$ cat src/rtl/uart_rx_pkg.sv
// Shared encodings and constants for the UART receiver: baud/parity selects,
// FSM states and small helper functions for divider and parity evaluation.
package uart_rx_pkg;

  localparam int OVERSAMPLE = 16;

  localparam logic [1:0] BAUD_2400  = 2'b00;
  localparam logic [1:0] BAUD_4800  = 2'b01;
  localparam logic [1:0] BAUD_9600  = 2'b10;
  localparam logic [1:0] BAUD_19200 = 2'b11;

  localparam logic [1:0] PAR_NONE     = 2'b00;
  localparam logic [1:0] PAR_ODD      = 2'b01;
  localparam logic [1:0] PAR_EVEN     = 2'b10;
  localparam logic [1:0] PAR_NONE_ALT = 2'b11;

  typedef enum logic [2:0] {
    ST_IDLE      = 3'd0,
    ST_START     = 3'd1,
    ST_DATA      = 3'd2,
    ST_PARITY    = 3'd3,
    ST_STOP      = 3'd4,
    ST_WAIT_IDLE = 3'd5
  } rx_state_e;

  function automatic int baud_hz(input logic [1:0] sel);
    case (sel)
      BAUD_2400: return 2400;
      BAUD_4800: return 4800;
      BAUD_9600: return 9600;
      default:   return 19200;
    endcase
  endfunction

  // Clock cycles per oversample tick; never below one so the counter always advances.
  function automatic int baud_div(input int clk_freq, input logic [1:0] sel);
    int d;
    d = clk_freq / (baud_hz(sel) * OVERSAMPLE);
    return (d < 1) ? 1 : d;
  endfunction

  function automatic logic parity_en(input logic [1:0] ptype);
    return (ptype == PAR_ODD) || (ptype == PAR_EVEN);
  endfunction

  function automatic logic parity_ok(input logic [7:0] data, input logic pbit,
                                     input logic [1:0] ptype);
    case (ptype)
      PAR_ODD:  return (^data) ^ pbit;
      PAR_EVEN: return ~((^data) ^ pbit);
      default:  return 1'b1;
    endcase
  endfunction

endpackage

$ cat src/rtl/uart_rx_if.sv
// Receiver-side bus: serial line and configuration in, FIFO head and status out.
interface uart_rx_if;
  logic       rx;
  logic [1:0] baud_rate;
  logic [1:0] parity_type;
  logic       rd_en;
  logic [7:0] data_out;
  logic       fifo_emp;
  logic       fifo_full;
  logic       active;
  logic       parity_err;
  logic       frame_err;
  logic       overrun;

  modport master (
    output rx, baud_rate, parity_type, rd_en,
    input  data_out, fifo_emp, fifo_full, active, parity_err, frame_err, overrun
  );

  modport slave (
    input  rx, baud_rate, parity_type, rd_en,
    output data_out, fifo_emp, fifo_full, active, parity_err, frame_err, overrun
  );
endinterface

$ cat src/rtl/uart_rx_baud_tick.sv
// Oversample tick generator: one-cycle pulse every CLK_FREQ/(baud*16) clocks,
// restarting whenever the baud selection changes.
module rx_baud_tick
  import uart_rx_pkg::*;
#(
  parameter int CLK_FREQ = 50_000_000
) (
  input  logic       clk,
  input  logic       rst,
  input  logic [1:0] baud_rate,
  output logic       tick
);
  localparam int DIV_MAX = baud_div(CLK_FREQ, BAUD_2400);
  localparam int CW      = (DIV_MAX > 1) ? $clog2(DIV_MAX) : 1;

  localparam logic [CW-1:0] DIV0_M1 = CW'(baud_div(CLK_FREQ, BAUD_2400) - 1);
  localparam logic [CW-1:0] DIV1_M1 = CW'(baud_div(CLK_FREQ, BAUD_4800) - 1);
  localparam logic [CW-1:0] DIV2_M1 = CW'(baud_div(CLK_FREQ, BAUD_9600) - 1);
  localparam logic [CW-1:0] DIV3_M1 = CW'(baud_div(CLK_FREQ, BAUD_19200) - 1);

  logic [CW-1:0] cnt_q, cnt_d, div_m1_s;
  logic [1:0]    baud_q;
  logic          tick_q, tick_d;

  // Terminal count select and counter next-state.
  always_comb begin
    case (baud_rate)
      BAUD_2400: div_m1_s = DIV0_M1;
      BAUD_4800: div_m1_s = DIV1_M1;
      BAUD_9600: div_m1_s = DIV2_M1;
      default:   div_m1_s = DIV3_M1;
    endcase
    if (baud_rate != baud_q) begin
      cnt_d  = {CW{1'b0}};
      tick_d = 1'b0;
    end else if (cnt_q == div_m1_s) begin
      cnt_d  = {CW{1'b0}};
      tick_d = 1'b1;
    end else begin
      cnt_d  = cnt_q + CW'(1);
      tick_d = 1'b0;
    end
  end

  // Divider state registers.
  always_ff @(posedge clk or posedge rst) begin
    if (rst) begin
      cnt_q  <= {CW{1'b0}};
      baud_q <= 2'b00;
      tick_q <= 1'b0;
    end else begin
      cnt_q  <= cnt_d;
      baud_q <= baud_rate;
      tick_q <= tick_d;
    end
  end

  assign tick = tick_q;
endmodule

$ cat src/rtl/uart_rx.sv
// UART receiver: synchronizer, 16x oversampling frame FSM with optional parity,
// and a first-word-fall-through receive FIFO with error/overrun pulses.
module uart_rx
  import uart_rx_pkg::*;
#(
  parameter int CLK_FREQ = 50_000_000,
  parameter int DEPTH    = 16
) (
  input  logic     clk,
  input  logic     rst,
  uart_rx_if.slave bus
);
  localparam int            AW       = (DEPTH > 1) ? $clog2(DEPTH) : 1;
  localparam logic [AW:0]   FULL_CNT = DEPTH[AW:0];
  localparam logic [AW:0]   CNT_ZERO = {(AW+1){1'b0}};
  localparam logic [AW:0]   CNT_ONE  = {{AW{1'b0}}, 1'b1};

  logic          sync1_q, sync2_q, rx_prev_q, fall_s, tick_s;
  rx_state_e     state_q, state_d;
  logic [3:0]    tick_cnt_q, tick_cnt_d;
  logic [2:0]    bit_cnt_q, bit_cnt_d;
  logic [7:0]    shift_q, shift_d;
  logic          par_bit_q, par_bit_d;
  logic          wr_s, do_wr_s, do_pop_s;
  logic          perr_q, perr_d, ferr_q, ferr_d, ovr_q, ovr_d, active_q, active_d;
  logic [7:0]    mem_q [DEPTH];
  logic [7:0]    mem_d [DEPTH];
  logic [AW-1:0] wr_ptr_q, wr_ptr_d, rd_ptr_q, rd_ptr_d, rd_next_s;
  logic [AW:0]   count_q, count_d;
  logic [7:0]    dout_q, dout_d;
  logic          emp_q, emp_d, full_q, full_d;

  rx_baud_tick #(.CLK_FREQ(CLK_FREQ)) u_tick (
    .clk       (clk),
    .rst       (rst),
    .baud_rate (bus.baud_rate),
    .tick      (tick_s)
  );

  assign fall_s = rx_prev_q & ~sync2_q;

  // Frame FSM next-state: samples land on tick 7 (start) and tick 15 thereafter.
  always_comb begin
    state_d = state_q;  tick_cnt_d = tick_cnt_q;  bit_cnt_d = bit_cnt_q;
    shift_d = shift_q;  par_bit_d  = par_bit_q;
    wr_s = 1'b0;  perr_d = 1'b0;  ferr_d = 1'b0;
    case (state_q)
      ST_IDLE: begin
        if (fall_s) begin
          state_d    = ST_START;
          tick_cnt_d = 4'd0;
        end else begin
          state_d    = ST_IDLE;
        end
      end
      ST_START: begin
        if (tick_s && tick_cnt_q == 4'd7) begin
          tick_cnt_d = 4'd0;
          bit_cnt_d  = 3'd0;
          state_d    = sync2_q ? ST_IDLE : ST_DATA;
        end else if (tick_s) begin
          tick_cnt_d = tick_cnt_q + 4'd1;
        end else begin
          tick_cnt_d = tick_cnt_q;
        end
      end
      ST_DATA, ST_PARITY, ST_STOP: begin
        if (tick_s && tick_cnt_q == 4'd15) begin
          tick_cnt_d = 4'd0;
          if (state_q == ST_DATA) begin
            shift_d   = {sync2_q, shift_q[7:1]};
            bit_cnt_d = bit_cnt_q + 3'd1;
            if (bit_cnt_q == 3'd7) begin
              state_d = parity_en(bus.parity_type) ? ST_PARITY : ST_STOP;
            end else begin
              state_d = ST_DATA;
            end
          end else if (state_q == ST_PARITY) begin
            par_bit_d = sync2_q;
            state_d   = ST_STOP;
          end else if (!sync2_q) begin
            // A bad stop bit outranks a parity mismatch.
            ferr_d  = 1'b1;
            state_d = ST_WAIT_IDLE;
          end else if (!parity_ok(shift_q, par_bit_q, bus.parity_type)) begin
            perr_d  = 1'b1;
            state_d = ST_IDLE;
          end else begin
            wr_s    = 1'b1;
            state_d = ST_IDLE;
          end
        end else if (tick_s) begin
          tick_cnt_d = tick_cnt_q + 4'd1;
        end else begin
          tick_cnt_d = tick_cnt_q;
        end
      end
      ST_WAIT_IDLE: begin
        if (sync2_q) begin
          state_d = ST_IDLE;
        end else begin
          state_d = ST_WAIT_IDLE;
        end
      end
      default: state_d = ST_IDLE;
    endcase
    active_d = (state_d != ST_IDLE);
  end

  // FIFO next-state; the registered head tracks whichever byte will be at rd_ptr.
  always_comb begin
    do_pop_s  = bus.rd_en && (count_q != CNT_ZERO);
    do_wr_s   = wr_s && ((count_q != FULL_CNT) || do_pop_s);
    ovr_d     = wr_s && (count_q == FULL_CNT) && !do_pop_s;
    rd_next_s = rd_ptr_q + AW'(1);
    mem_d     = mem_q;
    if (do_wr_s) begin
      mem_d[wr_ptr_q] = shift_q;
      wr_ptr_d        = wr_ptr_q + AW'(1);
    end else begin
      wr_ptr_d        = wr_ptr_q;
    end
    rd_ptr_d = do_pop_s ? rd_next_s : rd_ptr_q;
    if (do_wr_s && !do_pop_s) begin
      count_d = count_q + CNT_ONE;
    end else if (!do_wr_s && do_pop_s) begin
      count_d = count_q - CNT_ONE;
    end else begin
      count_d = count_q;
    end
    if (count_d == CNT_ZERO) begin
      dout_d = 8'h00;
    end else if (do_wr_s && ((count_q == CNT_ZERO) || (count_q == CNT_ONE && do_pop_s))) begin
      dout_d = shift_q;
    end else if (do_pop_s) begin
      dout_d = mem_q[rd_next_s];
    end else begin
      dout_d = dout_q;
    end
    emp_d  = (count_d == CNT_ZERO);
    full_d = (count_d == FULL_CNT);
  end

  // All state registers; synchronizer flops reset to the idle-high line level.
  always_ff @(posedge clk or posedge rst) begin
    if (rst) begin
      sync1_q <= 1'b1;  sync2_q <= 1'b1;  rx_prev_q <= 1'b1;
      state_q <= ST_IDLE;  tick_cnt_q <= 4'd0;  bit_cnt_q <= 3'd0;
      shift_q <= 8'h00;  par_bit_q <= 1'b0;
      perr_q <= 1'b0;  ferr_q <= 1'b0;  ovr_q <= 1'b0;  active_q <= 1'b0;
      mem_q <= '{default: 8'h00};
      wr_ptr_q <= {AW{1'b0}};  rd_ptr_q <= {AW{1'b0}};  count_q <= CNT_ZERO;
      dout_q <= 8'h00;  emp_q <= 1'b1;  full_q <= 1'b0;
    end else begin
      sync1_q <= bus.rx;  sync2_q <= sync1_q;  rx_prev_q <= sync2_q;
      state_q <= state_d;  tick_cnt_q <= tick_cnt_d;  bit_cnt_q <= bit_cnt_d;
      shift_q <= shift_d;  par_bit_q <= par_bit_d;
      perr_q <= perr_d;  ferr_q <= ferr_d;  ovr_q <= ovr_d;  active_q <= active_d;
      mem_q <= mem_d;
      wr_ptr_q <= wr_ptr_d;  rd_ptr_q <= rd_ptr_d;  count_q <= count_d;
      dout_q <= dout_d;  emp_q <= emp_d;  full_q <= full_d;
    end
  end

  assign bus.data_out   = dout_q;
  assign bus.fifo_emp   = emp_q;
  assign bus.fifo_full  = full_q;
  assign bus.active     = active_q;
  assign bus.parity_err = perr_q;
  assign bus.frame_err  = ferr_q;
  assign bus.overrun    = ovr_q;
endmodule

$ cat src/flat_wrapper.sv
// flat-port wrapper written by rule: the top's interface ports become plain ports
module uart_rx_flat import uart_rx_pkg::*;
#(
  parameter int CLK_FREQ = 50_000_000,
  parameter int DEPTH    = 16
)
  (clk, rst, bus_rx, bus_baud_rate, bus_parity_type, bus_rd_en, bus_data_out, bus_fifo_emp, bus_fifo_full, bus_active, bus_parity_err, bus_frame_err, bus_overrun);
  uart_rx_if bus_i ();
  input  logic clk;
  input  logic rst;
  input wire logic [$bits(bus_i.rx)-1:0] bus_rx;
  input wire logic [$bits(bus_i.baud_rate)-1:0] bus_baud_rate;
  input wire logic [$bits(bus_i.parity_type)-1:0] bus_parity_type;
  input wire logic [$bits(bus_i.rd_en)-1:0] bus_rd_en;
  output wire logic [$bits(bus_i.data_out)-1:0] bus_data_out;
  output wire logic [$bits(bus_i.fifo_emp)-1:0] bus_fifo_emp;
  output wire logic [$bits(bus_i.fifo_full)-1:0] bus_fifo_full;
  output wire logic [$bits(bus_i.active)-1:0] bus_active;
  output wire logic [$bits(bus_i.parity_err)-1:0] bus_parity_err;
  output wire logic [$bits(bus_i.frame_err)-1:0] bus_frame_err;
  output wire logic [$bits(bus_i.overrun)-1:0] bus_overrun;
  assign bus_i.rx = bus_rx;
  assign bus_i.baud_rate = bus_baud_rate;
  assign bus_i.parity_type = bus_parity_type;
  assign bus_i.rd_en = bus_rd_en;
  assign bus_data_out = bus_i.data_out;
  assign bus_fifo_emp = bus_i.fifo_emp;
  assign bus_fifo_full = bus_i.fifo_full;
  assign bus_active = bus_i.active;
  assign bus_parity_err = bus_i.parity_err;
  assign bus_frame_err = bus_i.frame_err;
  assign bus_overrun = bus_i.overrun;
  uart_rx #(.CLK_FREQ(CLK_FREQ), .DEPTH(DEPTH)) u_core (.clk(clk), .rst(rst), .bus(bus_i));
endmodule
$ cat config.mk
export PLATFORM = sky130hd
export DESIGN_NAME = uart_rx_flat
export DESIGN_NICKNAME = d
export VERILOG_FILES = /design/src/rtl/uart_rx_pkg.sv /design/src/rtl/uart_rx_if.sv /design/src/rtl/uart_rx_baud_tick.sv /design/src/rtl/uart_rx.sv /design/src/flat_wrapper.sv
export SDC_FILE = /design/constraint.sdc
export NUM_CORES = 1
export LEC_CHECK = 0
export BUFFER_PORTS_ARGS = -buffer_cell sky130_fd_sc_hd__buf_2
export CAP_MARGIN = 10
export CORE_MARGIN = 2
export CORE_UTILIZATION = 60
export DETAILED_ROUTE_END_ITERATION = 10
export GPL_TIMING_DRIVEN = 0
export PLACE_DENSITY = 0.89
export SKIP_CTS_REPAIR_TIMING = 1
export SLEW_MARGIN = 20
export SYNTH_ARGS = -nofsm -noshare
export SYNTH_HDL_FRONTEND = slang
export SYNTH_SLANG_ARGS = --single-unit
$ cat constraint.sdc
create_clock -name clk -period 10.5 [get_ports clk]
set_clock_uncertainty 0.15 [all_clocks]
set_input_delay 1.575 -clock clk [delete_from_list [all_inputs] [get_ports clk]]
set_output_delay 1.575 -clock clk [all_outputs]
set_load 0.1 [all_outputs]
==> results.md, run 1 <==
- Worst-Margin Slew: between 1 and 1.5 ns
- Worst Setup End Kind: register
- Yosys cell types: between 60 and 70
- Crit path max fanout: 10
- Hold_sp: u_core.sync1_q
- Reg2Reg Launch Point: u_core.rd_ptr_q[0]
- Worst Setup Start Kind: register
- All-Layer GR Usage: 0.260
- Later-pin clock latency in the skew report: approximately 0.44 ns
- Synthesized area: between 9000 and 10,000 um^2
- R2R depth: 10
- Max transition margin: 0.331
- I/O Buffers: 21
- Detailed Route WL: 21.0 mm
- Achievable Freq: 255 MHz
- DP Wirelength: roughly 14 mm
- DR vias: ~6k
- Leakage: 5.09 nW
- Power Total: 1.92 mW
- Post-DRT Antenna Nets: 0
- Initial antenna violation count: 0
- Clock slew at reported path FFs: 0.07 ns
- Max-slew violations: 0
- Worst r2r dst: u_core.bus.data_out[1]
- Row cnt: between 40 and 50
- First-pass GRT wire length: approximately 33 mm
- Inserted Clock Buffers: 17
- Final nets: around 770
- Global placement routability congestion: between 0.8 and 0.9
- Max-cap violation count: 0
- Final hold violations: 0
- Starting Density: 0.610
- RSZ-0062 raised after global routing: false
- Synthesized flop and latch total: 191
- Vias in the first global route: around 6.3k
- Finish-stage setup viols: 0
- CTS tree: built
- Status: completed
- Clk buf depth: 2
- Most frequent cells in the layout: dfrtp_1 (187), mux2_2 (118), nand2_1 (49)
- Chip width: 131 um
- Ant. Diodes: 0
- Hold path depth: 0
- Ys flop type: dfrtp_1
- Sink Count: approximately 190
- Drt pass-1 iters: 5
- Chip height: 131 um
- Die Area: 17,100 um^2
- Syn nets: around 730
- Number of flops mapped to enable cells by yosys: 0
- Routed WL per cell: around 22 um
- CTS Root Cell: clkbuf_16
- R2R Setup Slk: between 6 and 7 ns
- Htree depth: 4
- Proportion of layout cells with a drive suffix above 1: 0.367
- Congestion Overflow GR: 0
- FFs w/ async S/R, synth: 1.00
- Critical path type: register to register
- # DRC: 0
- PwrDens: between 150 and 200 nW/um^2
- I/O pin cnt: 22
- Synth warnings: 0
- Core box area: 15,800 um^2
- Commonest non-fill, non-tap cell in the layout: dfrtp_1
- Syn Inst Count: 701
- Area grow syn2layout: 11.1%
- Critical Path RT: 10.65 ns
- Seq/Total Area, Yosys: 0.496
- Hold Path Sink: u_core.sync2_q
- Number of DRC markers in iteration 0: about 450
- Final period util: 0.373
- Mapped Avg Cell Area: 13.8 um^2
- Largest net degree at the start of global routing: approximately 100
- Min-Delay Path Class: register to register
- Maximum VDD drop: 0.000115 V
- Min Tclk post-route: 3.92 ns
- CP arrival: 4.07 ns
- Setup TNS: 0 ns
- Number of vias per cell: about 6.2
[cell usage after synthesis, drive strengths merged (3+ instances only)]
cell,number,area (um^2)
nand2b,4,25.0
xnor2,21,191
nand2,49,184
dfrtp,187,4680
mux2i,10,100
a31oi,12,75.1
nor3b,3,27.5
nor2,33,134
nor3,4,31.3
buf,19,121
nor4b,3,41.3
and2,4,26.3
or3,5,31.3
a21oi,13,72.6
inv,16,60.1
o22ai,3,18.8
dfstp,4,105
ha,18,225
and3,6,37.5
nand3,29,308
mux4,40,901
clkbuf,24,90.1
nand4,8,116
xor2,8,70.1
o21ai,10,53.8
mux2,137,1600
[cell type report]
| cell class | count | area, um^2 |
|---|---|---|
| Multi-Input combinational cell | 451 | 4600 |
| Sequential cell | 191 | 4780 |
| Clock buffer | 19 | 443 |
| Clock inverter | 13 | 210 |
| Timing Repair Buffer | 22 | 133 |
| Tap cell | 216 | 270 |
| Fill cell | 1006 | 5110 |
| Inverter | 16 | 67.6 |
| Buffer | 43 | 211 |
[cells by family after synthesis]
logic type,Yosys count,share of synthesized area
AO/OA/AOI/OAI,57,0.0406
XOR/XNOR,33,0.0367
adder cells (fa/ha/maj),18,0.0233
buffers and inverters,59,0.0281
flip-flops,191,0.496
multiplexers,187,0.270
AND/OR/NAND/NOR,156,0.106
[where the power goes]
group | switching, mW | internal, mW
Combinational | 0.259 | 0.160
Clock | 0.285 | 0.430
Sequential | 0.0268 | 0.759
[per-layer routing]
metal / part of all wire / GRT usage / vias up
met3: 0.048 / 0.0533 / 41
met1: 0.41 / 0.335 / 3129
li1: - / - / 2629
met5: 0 / 0 / -
met2: 0.51 / 0.429 / 202
met4: 0.026 / 0.119 / 0
[registers in the layout, summed over array words and instances, names as in the netlist, 2 cells and up]
signal,flops
u_core.u_tick.cnt_q,11
u_core.state_q,3
u_core.bus.data_out,8
u_core.mem_q,128
u_core.rd_ptr_q,4
u_core.shift_q,8
u_core.tick_cnt_q,4
u_core.count_q,5
u_core.wr_ptr_q,4
u_core.bit_cnt_q,3
u_core.u_tick.baud_q,2
[worst max path at each step]
stage / start / endpoint / slack [ns] / cells past startpoint
after global routing: u_core.rd_ptr_q[0] / u_core.bus.data_out[1] / 6.44 / 10
final: u_core.rd_ptr_q[0] / u_core.bus.data_out[1] / 6.58 / 10
after global placement: rst / u_core.mem_q[3] / 2.08 / 2
after detailed placement: bus_parity_type[0] / u_core.mem_q[21] / 6.51 / 11
after CTS: u_core.rd_ptr_q[0] / u_core.bus.data_out[1] / 6.62 / 10
after floorplan: rst / u_core.bit_cnt_q[0] / 3.58 / 1
[critical path, stage by stage, from the launching register on]
cell      delay (ns)
dfrtp_1         0.41
ha_1            0.32
buf_2           0.22
buf_1           0.57
clkbuf_1        0.72
mux4_2          0.46
mux4_2          0.50
nand2_1         0.08
nand2_1         0.06
mux2i_1         0.21
a31oi_1         0.08
[per-stage QoR]
step / instances / util / area [um^2] / worst slack, ns / hold WS (ns)
3_3_place_gp: 938 / 0.633 / 10000 / 2.08 / 0.209
4_1_cts: 971 / 0.677 / 10700 / 6.62 / 0.232
6_report: 971 / 0.677 / 10700 / 6.58 / 0.238
2_1_floorplan: 701 / - / 9650 / 3.58 / 0.195
3_5_place_dp: 939 / 0.636 / 10100 / 6.51 / 0.221
5_1_grt: 971 / 0.677 / 10700 / 6.44 / 0.237
Note: power is estimated with default switching activity, not from simulation.
==> inputs of run 2 (changes only) <==
- ABC_AREA: unset -> 1
- clock period: 10.5 -> 4.1 ns (I/O delays scaled with it)
==> run 2 against run 1 <==
Combinational power increased to 6.1 times the previous value. Global-route usage grew 5.2 points. Routed wire length up 15%. Sequential share of layout area is 1.9 points higher. Largest power group is now combinational cells.
==> results.md, run 2 <==
- Status: completed
- Max-cap violation count: 0 (unchanged)
- Commonest non-fill, non-tap cell in the layout: nand2_1
- Final core utilization: 0.679 (+0.00134)
- CP arrival: 3.50 ns (-0.57 ns)
- Combinational family with the most area after synthesis: simple AND/OR/NAND/NOR gates
- Congestion Overflow GR: 0 (unchanged)
- Most frequent cells in the layout: nand2_1 (288), dfrtp_1 (187), o21ai_1 (127)
- Final nets: 1,160 (+51%)
- Yosys cell types: 45 (-31%)
- Htree depth: 4 (unchanged)
- Top cells by area, synth: dfrtp_1 (51%), nand2_1 (12%), o21ai_1 (6.9%), a21oi_1 (3.6%), o21ai_0 (3.0%)
- PwrDens: 608 nW/um^2 (+240%)
- Most common cell in the netlist: nand2_1
- Slowest-stage cell, CP: clkbuf_1
- Clk buf depth: 2 (unchanged)
- I/O Buffers: 21 (unchanged)
- Maximum VDD drop: 0.000379 V (+230%)
- RSZ-0062 raised after global routing: false
- Worst Setup Start Kind: register
- Row cnt: 45 (-2.2%)
- Detailed Route WL: 24.2 mm (+15%)
- Hold Slack: 0.00317 ns (-0.235 ns)
- FFs w/ async S/R, synth: 1.00 (unchanged)
- Synthesized flop and latch total: 191 (unchanged)
- Number of vias per cell: 6.15 (-0.56%)
- Drt pass-1 iters: 9 (+4)
- Syn nets: 1,114 (+53%)
- CTS tree: built
- Largest Register: u_core.mem_q
- Final hold violations: 0 (unchanged)
- Xor/xnor share of the synthesized area: 0.0161 (-0.0206)
- Area post-placement: 9700 um^2 (-3.7%)
- Final period util: 0.796 (+0.423)
- Die Area: 16,400 um^2 (-4.2%)
- Critical Path RT: 4.33 ns (-6.32 ns)
- Min Tclk post-route: 3.26 ns (-0.657 ns)
- Top cell type's share of synthesized area: 0.507 (+0.0219)
- Clock slew at reported path FFs: 0.07 ns (about the same)
- Max FFs per register: 128 (unchanged)
- Starting Density: 0.610 (about the same)
- Post-DRT Antenna Nets: 0 (unchanged)
- Max-slew violations: 0 (unchanged)
- Mapped Avg Cell Area: 8.49 um^2 (-38%)
- R2R Setup Slk: 0.84 ns (-5.74 ns)
- Ant. Diodes: 0 (unchanged)
- Ys flop type: dfrtp_1
- First-pass GRT wire length: 39.8 mm (+19%)
- Min-Delay Path Class: primary input to asynchronous set/reset pin
- Critical path type: register to register
- Crit path cell chain: ha_1, clkbuf_1, clkbuf_1, a21oi_1, a22oi_1, a221oi_1, o21ai_0, o21ai_0, o21ai_1, nand2_1, inv_1
- All-Layer GR Usage: 0.312 (+0.0517)
- Post-synth top area cell: dfrtp_1
- Global placement routability congestion: 0.955 (+13%)
- Post-synthesis adder-cell area fraction: 0.0244 (+0.00105)
- R2R depth: 11 (+1)
- Proportion of layout cells with a drive suffix above 1: 0.120 (-0.247)
- I/O pin cnt: 22 (unchanged)
- Worst-Margin Slew: 0.788 ns (-0.212 ns)
- Register area: 4780 um^2 (unchanged)
- Commonest cells in the netlist: nand2_1 (288), dfrtp_1 (187), o21ai_1 (127)
- Multi-input logic area: 3880 um^2 (-16%)
- DP Wirelength: 16.6 mm (+19%)
- Setup TNS: 0 ns (unchanged)
- Area grow syn2layout: 11.3%
- Simple-gate share of the synthesized area: 0.205 (+0.0992)
- Mux contribution to synthesized area: 0 (-0.270)
- Critical Path Source: u_core.rd_ptr_q[0]
- DR vias: 8,204 (+37%)
- Complex-gate fraction of the synthesized area: 0.174 (+0.134)
- Chip height: 128 um (-2.1%)
- Placed Cells: 1,303 (+39%)
- Leakage: 4.62 nW (-9.3%)
- Inserted Clock Buffers: 17 (unchanged)
- Vias in the first global route: 7,942 (+26%)
- Number of flops mapped to enable cells by yosys: 0 (unchanged)
- Initial antenna violation count: 0 (unchanged)
- Worst Setup End Kind: register
- Number of DRC markers in iteration 0: 1,123 (+150%)
- Synthesized area: 9230 um^2 (-4.3%)
- Fill count: 1,100 (+9.3%)
- Max transition margin: 0.473 (+0.142)
- Achievable Freq: 306 MHz (+20%)
- Syn Inst Count: 1,088 (+55%)
- Largest net degree at the start of global routing: 35 (-66%)
- Seq/Total Area, Yosys: 0.518 (+0.0224)
- Post-route cell area: 10,300 um^2 (-4.1%)
- Crit path max fanout: 10 (unchanged)
- Reg2Reg Launch Point: u_core.rd_ptr_q[0]
- Sink Count: 191 (unchanged)
- Synth warnings: 0 (unchanged)
- Later-pin clock latency in the skew report: 0.44 ns (about the same)
- Final non-filler cell total: 1,335 (+37%)
- Chip width: 128 um (-2.1%)
- CTS Root Cell: clkbuf_16
- Worst r2r dst: u_core.bus.data_out[4]
- Worst path max stage delay: 0.60 ns (-0.12 ns)
- Core box area: 15,100 um^2 (-4.3%)
- Finish-stage setup viols: 0 (unchanged)
- Largest registers: u_core.mem_q: 128 flops, u_core.u_tick.cnt_q: 11 flops
- Routed WL per cell: 18.1 um (-16%)
- # DRC: 0 (unchanged)
==> run 2: cell count changes after synthesis, moves of 40 or more <==
cell / previous run / this run
nand2_1: 49 / 288
mux4_2: 40 / 0
o21ai_1: 1 / 127
a21oi_1: 11 / 67
o21ai_0: 8 / 56
mux2_2: 118 / 0
inv_1: 16 / 72
==> run 2: cells by family (layout without fill, tap and decap cells) <==
family                     after synthesis  after routing
AOI/OAI and AO/OA                      296            296
xor gates and xnor gates                17             17
adders and majority gates               18             18
buffers and inverters                  136            195
DFF                                    191            191
and+or+nand+nor                        430            430
==> run 2: report_power, final <==
| group | internal, mW | switching (mW) | total (mW) |
|---|---|---|---|
| clock | 0.859 | 0.777 | 1.64 |
| sequential | 1.98 | 0.0667 | 2.05 |
| combinational | 0.719 | 1.84 | 2.56 |
==> run 2: worst max-delay path by stage <==
stage / to / slack [ns]
finish: u_core.bus.data_out[4] / 0.84
global route: u_core.bus.data_out[4] / 0.80
CTS: u_core.bus.data_out[4] / 1.06
detailed placement: u_core.bus.data_out[4] / 1.16
global placement: u_core.count_q[3] / -0.19
floorplan: u_core.bit_cnt_q[0] / 0.88
==> run 2: area by class of cell <==
cell class	count	share of cell area
buffer	51	0.0240
tap	188	0.0229
clock inverter	14	0.0148
multi-input combinational	761	0.377
inverter	85	0.0321
clock buffer	18	0.0417
timing repair buffer	27	0.0219
sequential	191	0.465
==> run 2: worst max-delay path, delay by kind of cell, from the launching register on <==
family                     cells  cell delay (ns)
adders and majority gates      1             0.32
and+or+nand+nor                1             0.07
DFF                            1             0.41
buffers and inverters          3             1.08
AOI/OAI and AO/OA              6             1.18
==> run 2: per-layer routing <==
metal | routed length [um] | part of all wire | up-vias | global-route usage
li1 | - | - | 3729 | -
met1 | 9640 | 0.40 | 3901 | 0.412
met2 | 11400 | 0.47 | 470 | 0.496
met3 | 2120 | 0.087 | 104 | 0.0668
met4 | 1040 | 0.043 | 0 | 0.147
met5 | 0 | 0 | - | 0
==> run 2: stage by stage <==
| stage | worst slack, ns | power [mW] |
|---|---|---|
| floorplan | 0.876 | 3.84 |
| global placement | -0.194 | 4.45 |
| detailed placement | 1.16 | 4.52 |
| CTS | 1.06 | 6.15 |
| global route | 0.797 | 6.52 |
| finish | 0.836 | 6.25 |
